**config.mk**
```make
export PLATFORM = sky130hd
export DESIGN_NAME = bcd_conv_seq
export DESIGN_NICKNAME = d
export VERILOG_FILES = /design/src/rtl/bcd_conv_seq.sv
export SDC_FILE = /design/constraint.sdc
export NUM_CORES = 1
export LEC_CHECK = 0
export CAP_MARGIN = 20
export CORE_MARGIN = 10
export CORE_UTILIZATION = 30
export CTS_CLUSTER_DIAMETER = 60
export DETAILED_ROUTE_END_ITERATION = 10
export PLACE_DENSITY_LB_ADDON = 0.15
export SYNTH_ARGS = -nofsm -noshare
export SYNTH_HDL_FRONTEND = slang
export SYNTH_SLANG_ARGS = --single-unit
```
**constraint.sdc**
```tcl
create_clock -name clk -period 3.9 [get_ports clk]
set_input_delay 0.78 -clock clk [delete_from_list [all_inputs] [get_ports clk]]
set_output_delay 0.78 -clock clk [all_outputs]
set_load 0.05 [all_outputs]
```
**src/rtl/bcd_conv_seq.sv**
```systemverilog
// rtl/bcd_conv_seq.sv - sequential shift-add-3 binary to packed BCD converter
// Optional macro BCD_CONV_BACK_TO_BACK_EN: accept a new value in DONE on the same edge as the output handoff.
module bcd_conv_seq #(
  parameter int WIDTH  = 5,
  parameter int DIGITS = 2
) (
  input  logic                  clk,
  input  logic                  clear,
  input  logic                  in_valid,
  input  logic [WIDTH-1:0]      in_data,
  output logic                  in_ready,
  output logic                  out_valid,
  output logic [4*DIGITS-1:0]   out_bcd,
  input  logic                  out_ready,
  output logic                  busy
);

  localparam int CW = $clog2(WIDTH + 1);
  localparam int BW = 4 * DIGITS;

  function automatic longint pow10(input int n);
    longint p;
    p = 1;
    for (int i = 0; i < n; i++) p = p * 10;
    return p;
  endfunction

  if (pow10(DIGITS) <= (longint'(1) << WIDTH) - 1) begin : g_digits_too_small
    $fatal(1, "bcd_conv_seq: DIGITS too small for WIDTH");
  end

  typedef enum logic [1:0] {
    S_IDLE  = 2'd0,
    S_SHIFT = 2'd1,
    S_DONE  = 2'd2
  } state_t;

  state_t            state;
  state_t            state_nxt;
  logic [WIDTH-1:0]  bin_reg;
  logic [BW-1:0]     bcd_acc;
  logic [BW-1:0]     adj;
  logic [BW-1:0]     shifted;
  logic [BW-1:0]     out_bcd_r;
  logic [CW-1:0]     cnt;
  logic              accept;

  assign accept  = in_valid && in_ready;
  assign out_bcd = out_bcd_r;

  always_ff @(posedge clk) begin
    if (!clear) begin
      state <= S_IDLE;
    end else begin
      state <= state_nxt;
    end
  end

  always_comb begin
    state_nxt = state;
    case (state)
      S_IDLE:  if (accept) state_nxt = S_SHIFT;
      S_SHIFT: if (cnt == CW'(1)) state_nxt = S_DONE;
      S_DONE: begin
        if (accept) state_nxt = S_SHIFT;
        else if (out_ready) state_nxt = S_IDLE;
      end
      default: state_nxt = S_IDLE;
    endcase
  end

  always_comb begin
    in_ready  = 1'b0;
    out_valid = 1'b0;
    busy      = 1'b0;
    case (state)
      S_IDLE:  in_ready = 1'b1;
      S_SHIFT: busy = 1'b1;
      S_DONE: begin
        out_valid = 1'b1;
`ifdef BCD_CONV_BACK_TO_BACK_EN
        in_ready = out_ready;
`else
        in_ready = 1'b0;
`endif
      end
      default: ;
    endcase
  end

  // Each digit is corrected independently; no carry crosses a digit boundary.
  always_comb begin
    adj = bcd_acc;
    for (int d = 0; d < DIGITS; d++) begin
      if (bcd_acc[4*d +: 4] >= 4'd5) adj[4*d +: 4] = bcd_acc[4*d +: 4] + 4'd3;
    end
    shifted = (adj << 1) | {{(BW-1){1'b0}}, bin_reg[WIDTH-1]};
  end

  always_ff @(posedge clk) begin
    if (!clear) begin
      bin_reg   <= '0;
      bcd_acc   <= '0;
      cnt       <= '0;
      out_bcd_r <= '0;
    end else if (accept) begin
      bin_reg <= in_data;
      bcd_acc <= '0;
      cnt     <= CW'(WIDTH);
    end else if (state == S_SHIFT) begin
      bcd_acc <= shifted;
      bin_reg <= bin_reg << 1;
      cnt     <= cnt - CW'(1);
      if (cnt == CW'(1)) out_bcd_r <= shifted;
    end
  end

endmodule

```
==> results.py <==
metrics = {
    "yosys": {
        "syn_area_per_cell_um2": 8.71,
        "ys_seq_area_frac": 0.433,
        "synthFlopType": "dfxtp_1",
        "synthCells": 138,
        "synthArstFlopShare": 0,
        "synthDistinctLibCells": 31,
        "synth-edff-count": 0,
        "syn-num-nets": 153,
        "syn_area_um2": 1200,
        "ys_ff_latch": 26,
        "ys_warn_count": 0,
    },
    "floorplan": {
        "die_height_um": 83.3,
        "dieArea_um2": 6940,
        "core-area_um2": 3770,
        "die_x_um": 83.3,
        "initial_core_util": 0.319,
        "rows": 22,
        "io_pins": 20,
    },
    "worst_hold_path": {
        "hold_path.class": "reg -> reg",
    },
    "pwr": {
        "peakVddDrop_uv": 161,
        "p_leak_nw": 0.499,
        "power_density_nw_per_um2": 374,
    },
    "sta": {
        "tightest_slew_ps": 654,
        "skew_ps": 1.21,
        "layout_min_cycle_time_ps": 2970,
        "fin_hold_ws_ps": 464,
        "slew_violations": 0,
        "setup_tns_ps": 0,
        "rsz0062_at_grt": "no",
        "setup_viol": 0,
        "setup_ws_ps": 931,
        "relSlewSlack": 0.563,
        "fin_crit_sh": 0.761,
        "final-hold-violation-count": 0,
        "maxClockFrequency_ghz": 0.337,
    },
    "placement": {
        "dp_slack_ps": 1230,
        "hpwl_um": 1980,
        "gp_congestion": 0.765,
        "numPortBuffers": 19,
        "numPlacedInstances": 200,
    },
    "critical_path": {
        "arrival_ps": 2190,
        "crit_path_end": "busy",
        "r2r_end": "out_bcd[2]",
        "crit_type": "reg -> out",
        "worstPathRequired_ps": 3120,
        "path_max_fanout": 18,
        "crit_start": "state[1]",
        "cp-end-kind": "output pin",
        "rrSetupSlack_ps": 2100,
        "timing.rr.start": "state[1]",
        "rr_worst_depth": 4,
        "worstSetupStartpointType": "flop",
    },
    "route": {
        "route.met2.wl_um": 1220,
        "wl_met1_um": 1210,
        "ant_nets": 0,
        "routed_wl_um": 2620,
        "viasPerCell": 4.97,
        "wl_per_cell_um": 12.9,
        "drt_first_pass_iters": 4,
        "wl_met3_um": 170,
        "highest_layer": "met4",
        "drc_errors": 0,
        "num_vias": 1009,
        "drt_iter0_drc": 66,
    },
    "grt": {
        "grt_pass1_vias": 994,
        "grt.total_usage": 0.0785,
        "antenna_found_initial": 0,
        "grt_pass1_wl_um": 4690,
        "grt_overflow": 0,
        "grt_max_degree": 19,
    },
    "finish": {
        "area_growth_syn_to_layout_pct": 20.2,
        "nFillCells": 388,
        "final_cell_mix": "dfxtp_1, nand2_1, clkdlybuf4s50_1, a21oi_1, nor2_1",
        "stdcell_count": 203,
        "nets": 172,
        "drive_gt1_frac": 0.0581,
        "final_core_util": 0.383,
        "n_antenna_cell": 0,
        "layout.area.seq_um2": 520,
        "final_common_cell": "dfxtp_1",
        "multi_input_area_um2": 599,
    },
    "cts": {
        "clockBufferDepth": 2,
        "clk_latency_ps": 260,
        "h-tree-depth": 1,
        "ctsHoldBuffers": 0,
        "root_buffer": "clkbuf_8",
        "cts_post_setup_buffers_inserted": 0,
        "tritoncts": "yes",
        "cts_sinks": 26,
        "cts_buffers": 3,
        "cts.clk_slew.worst_paths_ps": 80,
        "cts_resized": 0,
    },
    "run_status": {
        "outcome": "finished clean",
    },
    "run": {
        "maxCapViolCount": 0,
    },
}
-- critical path: stages (launching register included) --
cell and delay (ps):
dfxtp_1 350, nand2b_1 350, inv_2 360, clkdlybuf4s50_1 870
-- report_power, final --
| part | leakage, nW | switching [mW] | internal, mW | total, mW |
|---|---|---|---|---|
| Sequential | 0.212 | 0.0114 | 0.279 | 0.290 |
| Clock | 0.0216 | 0.0780 | 0.0691 | 0.147 |
| Combinational | 0.266 | 0.0651 | 0.0388 | 0.104 |
-- per-stage QoR --
step	power [mW]	instance area [um2]
3_5_place_dp	0.400	1400
2_1_floorplan	0.373	1200
4_1_cts	0.551	1450
5_1_grt	0.576	1450
6_report	0.541	1450
3_3_place_gp	0.399	1400
-- worst min path at each step --
stage | from | endpoint | cells after the start
after floorplan | bin_reg[1] | bin_reg[1] | 2
after global placement | bin_reg[3] | bin_reg[3] | 2
after detailed placement | bin_reg[1] | bin_reg[1] | 2
after CTS | bin_reg[1] | bin_reg[1] | 2
after global routing | bin_reg[3] | bin_reg[3] | 2
final | bin_reg[1] | bin_reg[1] | 2
-- metal layers --
metal  global-route usage  vias to the layer above
met3               0.0391                        2
li1                     -                      519
met5                    0                        -
met2                0.118                       12
met4               0.0185                        0
met1               0.0968                      476
-- logic make-up after synthesis --
| logic type | count (synthesis) | share of synthesized area |
|---|---|---|
| buffers and inverters | 14 | 0.0687 |
| multiplexers | 3 | 0.0271 |
| AND/OR/NAND/NOR | 48 | 0.201 |
| flip-flops | 26 | 0.433 |
| AO/OA/AOI/OAI | 38 | 0.186 |
| XOR/XNOR | 3 | 0.0219 |
| adder cells (fa/ha/maj) | 6 | 0.0624 |
-- synthesized netlist by cell type (3+ instances only) --
cell type / n / area [um2]
o21ai_0: 5 / 25.0
dfxtp_1: 26 / 521
nand2_1: 20 / 75.1
inv_1: 7 / 26.3
nor2_1: 9 / 33.8
buf_6: 3 / 33.8
nand2b_1: 3 / 18.8
ha_1: 6 / 75.1
nand4_1: 3 / 18.8
nor3b_1: 3 / 22.5
a22oi_1: 4 / 30.0
o22ai_1: 6 / 37.5
a21oi_1: 17 / 85.1
nand3_1: 6 / 30.0
-- cell type report --
type                    count  share of cell area
repair buffers             19               0.132
clock buffers               3              0.0286
flip-flops and latches     26               0.360
multi-input cells          98               0.415
well taps                  48              0.0416
inverters                   9              0.0234
Note: power is estimated with default switching activity, not from simulation.
